### config.mk
export PLATFORM = sky130hd
export DESIGN_NAME = coinc_acq_ctrl_flat
export DESIGN_NICKNAME = d
export VERILOG_FILES = /design/src/rtl/coinc_acq_ctrl_if.sv /design/src/rtl/coinc_acq_ctrl.sv /design/src/flat_wrapper.sv
export SDC_FILE = /design/constraint.sdc
export NUM_CORES = 1
export LEC_CHECK = 0
export BUFFER_PORTS_ARGS = -buffer_cell sky130_fd_sc_hd__buf_2
export CAP_MARGIN = 20
export CORE_MARGIN = 3
export CORE_UTILIZATION = 40
export DETAILED_ROUTE_END_ITERATION = 16
export HOLD_SLACK_MARGIN = 0.03
export PLACE_DENSITY = 0.71
export SYNTH_ARGS = -nofsm -noshare
export SYNTH_HDL_FRONTEND = slang
export SYNTH_SLANG_ARGS = --single-unit
### constraint.sdc
create_clock -name Clk -period 9.8 [get_ports Clk]
set_clock_uncertainty 0.2 [all_clocks]
set_input_delay 0.49 -clock Clk [delete_from_list [all_inputs] [get_ports Clk]]
set_output_delay 0.49 -clock Clk [all_outputs]
set_load 0.02 [all_outputs]
### src/rtl/coinc_acq_ctrl_if.sv
// Readout stream between the acquisition sequencer and its consumer.
// The master (sequencer) presents one pair count per beat.
// The slave accepts the beat with Out_ready.
interface coinc_acq_ctrl_if #(
    parameter int NBITS = 4,
    parameter int IDXW  = 4
);
    logic [NBITS-1:0] Out_data;
    logic [IDXW-1:0]  Out_idx;
    logic             Out_valid;
    logic             Out_ready;

    modport master (output Out_data, output Out_idx, output Out_valid, input Out_ready);
    modport slave  (input Out_data, input Out_idx, input Out_valid, output Out_ready);
endinterface

### src/rtl/coinc_acq_ctrl.sv
// Acquisition sequencer for the coincidence detector.
// One run does the following:
//   - clears the detector counters;
//   - gates the channels for Window cycles;
//   - waits FLUSH cycles for the detector pipeline to drain;
//   - snapshots all pair counts;
//   - streams the snapshot out one pair per valid/ready beat.
// Optional feature macro: COINC_AUTORUN_EN. When it is defined, a finished
// drain loops back to CLEAR with the latched window until Abort.
module coinc_acq_ctrl #(
    parameter  int NCHAN  = 6,
    parameter  int NBITS  = 4,
    parameter  int WBITS  = 16,
    parameter  int FLUSH  = 3,
    localparam int NPAIRS = NCHAN * (NCHAN - 1) / 2,
    localparam int IDXW   = $clog2(NPAIRS)
) (
    input  logic                    Clk,
    input  logic                    Rst_n,
    input  logic                    Start,
    input  logic                    Abort,
    input  logic [WBITS-1:0]        Window,
    input  logic [NPAIRS*NBITS-1:0] Counts_in,
    output logic                    Det_rst_n,
    output logic                    Det_en,
    output logic                    Busy,
    output logic                    Done,
    coinc_acq_ctrl_if.master        out_if
);
    typedef enum logic [2:0] {
        S_IDLE,
        S_CLEAR,
        S_ACQ,
        S_FLUSH,
        S_LATCH,
        S_DRAIN
    } state_t;

    state_t           state_q, state_d;
    logic [WBITS-1:0] window_q, window_d;
    logic [WBITS-1:0] cnt_q, cnt_d;
    logic             det_rst_n_q, det_rst_n_d;
    logic             det_en_q, det_en_d;
    logic             busy_q, busy_d;
    logic             done_q, done_d;
    logic             out_valid_q, out_valid_d;
    logic [NBITS-1:0] out_data_q, out_data_d;
    logic [IDXW-1:0]  out_idx_q, out_idx_d;
    logic [NBITS-1:0] shadow_q [NPAIRS];
    logic [NBITS-1:0] shadow_d [NPAIRS];

    // Next-state and registered-output computation for the run sequencer.
    always_comb begin
        state_d     = state_q;
        window_d    = window_q;
        cnt_d       = cnt_q;
        done_d      = 1'b0;
        out_valid_d = out_valid_q;
        out_data_d  = out_data_q;
        out_idx_d   = out_idx_q;
        shadow_d    = shadow_q;

        case (state_q)
            S_IDLE: begin
                // A zero-length window is not a run: ignore it entirely.
                if (Start && (Window != '0)) begin
                    window_d = Window;
                    state_d  = S_CLEAR;
                end
            end
            S_CLEAR: begin
                cnt_d   = window_q;
                state_d = S_ACQ;
            end
            S_ACQ: begin
                cnt_d = cnt_q - WBITS'(1);
                if (cnt_q == WBITS'(1)) begin
                    // The counter is reused for the pipeline flush wait.
                    cnt_d   = WBITS'(FLUSH);
                    state_d = S_FLUSH;
                end
            end
            S_FLUSH: begin
                cnt_d = cnt_q - WBITS'(1);
                if (cnt_q == WBITS'(1)) begin
                    state_d = S_LATCH;
                end
            end
            S_LATCH: begin
                for (int p = 0; p < NPAIRS; p++) begin
                    shadow_d[p] = Counts_in[p*NBITS +: NBITS];
                end
                out_idx_d = '0;
                state_d   = S_DRAIN;
            end
            S_DRAIN: begin
                if (!out_valid_q) begin
                    // First drain cycle: present pair 0.
                    out_valid_d = 1'b1;
                    out_data_d  = shadow_q[out_idx_q];
                end else if (out_if.Out_ready) begin
                    if (out_idx_q == IDXW'(NPAIRS - 1)) begin
                        out_valid_d = 1'b0;
                        done_d      = 1'b1;
`ifdef COINC_AUTORUN_EN
                        state_d     = S_CLEAR;
`else
                        state_d     = S_IDLE;
`endif
                    end else begin
                        out_idx_d  = out_idx_q + IDXW'(1);
                        out_data_d = shadow_q[out_idx_q + IDXW'(1)];
                    end
                end
            end
            default: state_d = S_IDLE;
        endcase

        // Abort overrides everything, including a beat being accepted this cycle.
        if (Abort && (state_q != S_IDLE)) begin
            state_d     = S_IDLE;
            out_valid_d = 1'b0;
            done_d      = 1'b0;
        end

        det_rst_n_d = (state_q != S_CLEAR);
        det_en_d    = (state_q == S_ACQ) && !Abort;
        busy_d      = (state_d != S_IDLE);
    end

    // Control state and output registers with synchronous active-low reset.
    always_ff @(posedge Clk) begin
        if (!Rst_n) begin
            state_q     <= S_IDLE;
            window_q    <= '0;
            cnt_q       <= '0;
            det_rst_n_q <= 1'b0;
            det_en_q    <= 1'b0;
            busy_q      <= 1'b0;
            done_q      <= 1'b0;
            out_valid_q <= 1'b0;
            out_data_q  <= '0;
            out_idx_q   <= '0;
        end else begin
            state_q     <= state_d;
            window_q    <= window_d;
            cnt_q       <= cnt_d;
            det_rst_n_q <= det_rst_n_d;
            det_en_q    <= det_en_d;
            busy_q      <= busy_d;
            done_q      <= done_d;
            out_valid_q <= out_valid_d;
            out_data_q  <= out_data_d;
            out_idx_q   <= out_idx_d;
        end
    end

    // Snapshot storage; pure data, always rewritten in LATCH before use.
    always_ff @(posedge Clk) begin
        shadow_q <= shadow_d;
    end

    assign Det_rst_n        = det_rst_n_q;
    assign Det_en           = det_en_q;
    assign Busy             = busy_q;
    assign Done             = done_q;
    assign out_if.Out_valid = out_valid_q;
    assign out_if.Out_data  = out_data_q;
    assign out_if.Out_idx   = out_idx_q;
endmodule

### src/flat_wrapper.sv
// flat-port wrapper written by rule: the top's interface ports become plain ports
module coinc_acq_ctrl_flat 
#(
    parameter  int NCHAN  = 6,
    parameter  int NBITS  = 4,
    parameter  int WBITS  = 16,
    parameter  int FLUSH  = 3,
    localparam int NPAIRS = NCHAN * (NCHAN - 1) / 2,
    localparam int IDXW   = $clog2(NPAIRS)
)
  (Clk, Rst_n, Start, Abort, Window, Counts_in, Det_rst_n, Det_en, Busy, Done, out_if_Out_data, out_if_Out_idx, out_if_Out_valid, out_if_Out_ready);
  coinc_acq_ctrl_if #(.NBITS(NBITS), .IDXW(($clog2((NCHAN * (NCHAN - 1) / 2))))) out_if_i ();
  input  logic Clk;
  input  logic Rst_n;
  input  logic Start;
  input  logic Abort;
  input  logic [WBITS-1:0] Window;
  input  logic [NPAIRS*NBITS-1:0] Counts_in;
  output logic Det_rst_n;
  output logic Det_en;
  output logic Busy;
  output logic Done;
  output wire logic [$bits(out_if_i.Out_data)-1:0] out_if_Out_data;
  output wire logic [$bits(out_if_i.Out_idx)-1:0] out_if_Out_idx;
  output wire logic [$bits(out_if_i.Out_valid)-1:0] out_if_Out_valid;
  input wire logic [$bits(out_if_i.Out_ready)-1:0] out_if_Out_ready;
  assign out_if_Out_data = out_if_i.Out_data;
  assign out_if_Out_idx = out_if_i.Out_idx;
  assign out_if_Out_valid = out_if_i.Out_valid;
  assign out_if_i.Out_ready = out_if_Out_ready;
  coinc_acq_ctrl #(.NCHAN(NCHAN), .NBITS(NBITS), .WBITS(WBITS), .FLUSH(FLUSH)) u_core (.Clk(Clk), .Rst_n(Rst_n), .Start(Start), .Abort(Abort), .Window(Window), .Counts_in(Counts_in), .Det_rst_n(Det_rst_n), .Det_en(Det_en), .Busy(Busy), .Done(Done), .out_if(out_if_i));
endmodule
==> run metrics, run 1 <==
TritonCTS Buffers=9; CP required=9.83 ns; hpwl dp=8.550 mm; Port-buffer cells=93; first-pass GRT wire length=19.55 mm; Rel. slew slack=35.96%; met2 wire length=5.800 mm; Hold Crit Class=in2reg; number of synthesized register bits=108; leakage=2.303 nW; sequential fraction of the synthesis area=51.95%; final instance area=6183 sq um; CP max stage delay=0.96 ns; Layout Nets=612; most common cell after layout, fill and taps aside=buf_2; Setup crit end kind=register; count of pins over their slew limit=0; GRT Total Usage=16.97%; Synth Instances=447; CTS Sinks=108; die width=121.3 microns; antenna violations before repair=0; routed vias/inst=5.705; share of layout cells above drive strength 1=27.63%; routed via count=4016; WP buf/inv=1; critical path data arrival time=3.75 ns; critical-path cell list=inv_1 > ha_1 > mux2_2 > a22oi_1 > a2111oi_0 > or4b_1; Avg Cell Area, Syn=11.90 sq um; number of setup buffers added after CTS=0; post-place setup slack=6.107 ns; Routed Wire Length=12.05 mm; Worst-Margin Slew=0.9547 ns; final hold violation count=0; Post-Syn Area=5318 sq um; status=completed; Final period util=37.97%; worst setup path class=reg2reg; predominant post-synthesis flop cell=edfxtp_1; Peak supply drop=0.1101 mV; Clock Tree Buf Depth=2; post-synthesis net count=532; CP max FO=39; global route overflow=0; clock-pin slew on the worst setup and hold paths=0.07 ns; # diodes=0; pin count of the biggest net entering global routing=63; Fmax=268.7 MHz; CP delay by family, top=flip-flops; DRT Pass-1 Iters=5; Die Height=121.3 microns; Syn. warnings=0; RSZ-0062 raised after global routing=no; WL/cell=17.11 microns; Hold Buf Count CTS=0; Initial DRC Count=334; total power=0.0009609 W; met3 routed WL=723 microns; setup ws final=6.079 ns; Rows=41; routability cong.=0.8533; CP max stage cell=dfxtp_2; EDFF count, synth=60; CP startpoint kind=register; Starting Density=41.46%; commonest non-fill, non-tap cells in the layout=93 x buf_2, 60 x edfxtp_1, 47 x dfxtp_1; Syn-to-layout area delta=16.28%; Final ANT Viol Nets=0; CTS tree=done; Synth area leaders=edfxtp_1 34%, dfxtp_1 18%, mux4_2 8.0%, mux2i_1 6.0%, nor2_1 3.0%; top cell type's share of synthesized area=33.88%; Ports=94; count of cell types in the netlist=63; final setup fails=0; clock latency on the worst-skew pair=0.35 ns; vias in the first global route=3942; Power Density=155.4 nW/um^2; CTS resizes=0; Tmin final=3.721 ns; die area=14710 sq um; post-synth top area cell=edfxtp_1; setup TNS=0 ns; Async SR Flop Fraction=0%; Area after DPL=5868 sq um; core area=12820 sq um; wl on met1=5.135 mm; Remaining DRCs=0; Max-cap violations=0; highest routed metal layer=met4; root cell of the clock tree=clkbuf_16; CTS HTree Levels=3
[cell usage after synthesis, types with 4 or more instances]
library cell,count
nand3_1,6
nand3b_1,8
o21ai_0,9
ha_1,4
buf_2,11
nor4_1,9
nand4_1,4
o22ai_1,6
clkbuf_1,9
a31oi_1,8
buf_4,5
dfxtp_1,48
nand2_1,23
mux2_2,5
nor3_1,15
mux4_2,19
edfxtp_1,60
o211ai_1,8
nor2_1,43
and3_1,11
mux2i_1,32
a21oi_1,26
inv_1,9
[path summary, 6_finish.rpt]
kind,slack (ns),end,from,depth (start not counted)
max,6.08,u_core.out_if.Out_data[0],u_core.out_if.Out_idx[0],6
min,0.11,u_core.shadow_q[53],Counts_in[5],1
max reg2reg,6.08,u_core.out_if.Out_data[0],u_core.out_if.Out_idx[0],6
min reg2reg,0.29,u_core.window_q[4],u_core.window_q[4],2
[per-stage QoR]
step / utilization (%) / std cells / hold slack, ns
2_1_floorplan: - / 447 / 0.2549
3_3_place_gp: 45.76 / 687 / 0.2765
3_5_place_dp: 45.76 / 687 / 0.2813
4_1_cts: 48.10 / 703 / 0.09487
5_1_grt: 48.21 / 704 / 0.09199
6_report: 48.21 / 704 / 0.1117
[report_power, final]
group	internal, W	total [W]	switching [W]
sequential	0.000487	0.000499	0.0000113
clock	0.000211	0.000367	0.000156
combinational	0.0000427	0.0000951	0.0000524
total	0.000741	0.000961	0.000220
[worst register-to-register path, stage by stage, from the launching register on]
cell and delay, ns:
dfxtp_2 0.96, inv_1 0.24, ha_1 0.89, mux2_2 0.41
a22oi_1 0.19, a2111oi_0 0.15, or4b_1 0.57
[final cells by class]
cell class / count / area, sq um
Fill cell: 1187 / 6641
Timing Repair Buffer: 97 / 503.0
Tap cell: 172 / 215.2
Clock buffer: 11 / 232.7
Inverter: 10 / 37.54
Clock inverter: 5 / 67.56
Multi-Input combinational cell: 301 / 2364
Sequential cell: 108 / 2764
[routing by layer]
metal,GRT usage (%),up-vias
met2,25.87,147
met5,0,-
li1,-,1898
met4,8.683,0
met3,3.823,29
met1,22.68,1942
[cell families (layout without fill, tap and decap cells)]
logic type / Yosys count / count (layout) / synth area share, %
AND/OR/NAND/NOR: 150 / 150 / 15.60
AO/OA/AOI/OAI: 85 / 85 / 10.54
multiplexers: 59 / 59 / 16.61
buffers and inverters: 38 / 123 / 3.717
flip-flops: 108 / 108 / 51.95
adder cells (fa/ha/maj): 4 / 4 / 0.9412
XOR/XNOR: 3 / 3 / 0.6354
[state kept, by name, indices dropped and copies added, names as in the netlist]
signal / count
u_core.out_if.Out_valid: 1
u_core.out_if.Out_idx: 4
u_core.Det_rst_n: 1
u_core.Det_en: 1
u_core.Done: 1
u_core.state_q: 3
u_core.window_q: 16
u_core.shadow_q: 60
u_core.Busy: 1
u_core.out_if.Out_data: 4
u_core.cnt_q: 16
Power figures use the tool's default switching activity.
==> run 2, diff against run 1 <==
clock period = 3.7 ns   (was 9.8 ns; I/O delays follow)
==> run 2 against run 1 <==
Net effect:
- sequential power rose to 2.6 times the previous value
- flip-flop and latch count unchanged
- die area unchanged
- via count up 8.8%
- design area up 13%
- final cell count up 12%
==> run metrics, run 2 (same netlist as run 1, synthesis figures left out) <==
Hold Crit Class=in2reg; max FFs per register=60; leakage=2.624 nW; core area=12820 sq um; HP Start=out_if_Out_ready; hold depth=4; pin count of the biggest net entering global routing=62; CP startpoint kind=register; critical-path cell list=inv_1 > ha_1 > mux2_2 > a22oi_1 > a2111oi_0 > or4b_1; WP buf/inv=1; root cell of the clock tree=clkbuf_16; TritonCTS Buffers=9; hpwl dp=8.478 mm; first-pass GRT wire length=22.07 mm; CP delay by family, top=adder cells; Max-cap violations=0; most common cell after layout, fill and taps aside=buf_2; routability cong.=0.8413; global route overflow=0; worst setup path class=reg2reg; CTS Sinks=108; routed vias/inst=5.561; CP max stage cell=ha_1; # diodes=0; R2R Setup Slk=0.95 ns; Setup crit end kind=register; largest register by flop count=u_core.shadow_q; Layout Nets=694; Final period util=74.37%; Syn-to-layout area delta=31.01%; Ports=94; share of layout cells above drive strength 1=24.59%; CTS tree=done; number of setup buffers added after CTS=0; Die Height=121.3 microns; GRT Total Usage=19.14%; CP required=3.74 ns; Initial DRC Count=355; Starting Density=41.46%; CTS HTree Levels=3; worst flop-to-flop path endpoint=u_core.out_if.Out_data[0]; status=completed; DRT Pass-1 Iters=4; post-route core utilization=54.32%; WL/cell=17.43 microns; clock latency on the worst-skew pair=0.36 ns; CP max FO=19; Tmin final=2.752 ns; commonest non-fill, non-tap cells in the layout=93 x buf_2, 79 x dlygate4sd3_1, 60 x edfxtp_1; setup TNS=0 ns; final hold violation count=0; count of pins over their slew limit=0; antenna violations before repair=0; Area after DPL=5898 sq um; die area=14710 sq um; Port-buffer cells=93; Peak supply drop=0.3650 mV; vias in the first global route=4315; path depth of the worst reg2reg path=6; Rel. slew slack=36.76%; worst r2r src=u_core.out_if.Out_idx[0]; Worst-Margin Slew=0.9451 ns; CP max stage delay=0.81 ns; Final ANT Viol Nets=0; die width=121.3 microns; Routed Wire Length=13.70 mm; routed via count=4371; final instance area=6967 sq um; Remaining DRCs=0; Rows=41; clock-pin slew on the worst setup and hold paths=0.07 ns; RSZ-0062 raised after global routing=no; biggest regs=u_core.shadow_q x60, u_core.cnt_q x16, u_core.window_q x16; Fmax=363.4 MHz; Hold EP=u_core.Done; Power Density=366.3 nW/um^2; Clock Tree Buf Depth=2; critical path data arrival time=2.79 ns; final setup fails=0
## run 2: changes by cell type in the layout (fill, tap and decap cells not counted), sizes merged
cell and change:
buf +3, bufinv -2, clkinv +1, clkinvlp +2, dlygate4sd3 +79, inv -1
## run 2: through the flow
stage	std cells	setup WS (ns)	hold slack (ns)	power, W
after floorplan	447	0.6010	0.08387	0.001507
after global placement	691	1.084	0.1611	0.001590
after detailed placement	691	0.9683	0.1631	0.001598
after CTS	786	0.9637	0.07326	0.002560
after global routing	786	0.8631	0.1317	0.002646
final	786	0.9484	0.09027	0.002552
## run 2: layout make-up
cell class,count,area (sq um)
fill,1052,5858
inverter,10,37.54
timing repair buffer,179,1309
clock buffer,11,242.7
multi-input combinational,301,2364
tap,172,215.2
clock inverter,5,35.03
sequential,108,2764
## run 2: power breakdown
group          total (W)  internal [W]  switching (W)  leakage (nW)
Combinational   0.000323      0.000167       0.000156          1.56
Sequential       0.00132       0.00129      0.0000305         0.931
Clock           0.000908      0.000475       0.000432         0.128
## run 2: routing by layer
layer | wire length, microns | vias up | global-route usage, %
met4 | 374 | 0 | 6.513
li1 | - | 2060 | -
met2 | 6753 | 199 | 30.88
met3 | 998 | 32 | 5.175
met1 | 5576 | 2080 | 24.96
met5 | 0 | - | 0
## run 2: how the worst max path moves through the flow
| stage | start | end | slack, ns | cells after the start |
|---|---|---|---|---|
| after global placement | u_core.out_if.Out_idx[0] | u_core.out_if.Out_data[0] | 1.08 | 6 |
| after floorplan | u_core.state_q[0] | u_core.out_if.Out_idx[2] | 0.60 | 5 |
| after global routing | u_core.out_if.Out_idx[0] | u_core.out_if.Out_data[0] | 0.86 | 6 |
| final | u_core.out_if.Out_idx[0] | u_core.out_if.Out_data[0] | 0.95 | 6 |
| after CTS | u_core.out_if.Out_idx[0] | u_core.out_if.Out_data[0] | 0.96 | 6 |
| after detailed placement | u_core.out_if.Out_idx[0] | u_core.out_if.Out_data[0] | 0.97 | 6 |
## run 2: what timing repair did
item | CTS | global route
endpoints found under the hold margin | 83 | 0
resized for setup | 0 | 0
hold buffers | 79 | 0
## run 2: tightest hold or removal path: cells and delay by family
kind                   cells  cell delay (ns)
and+or+nand+nor            3             0.32
buffers and inverters      1             0.11
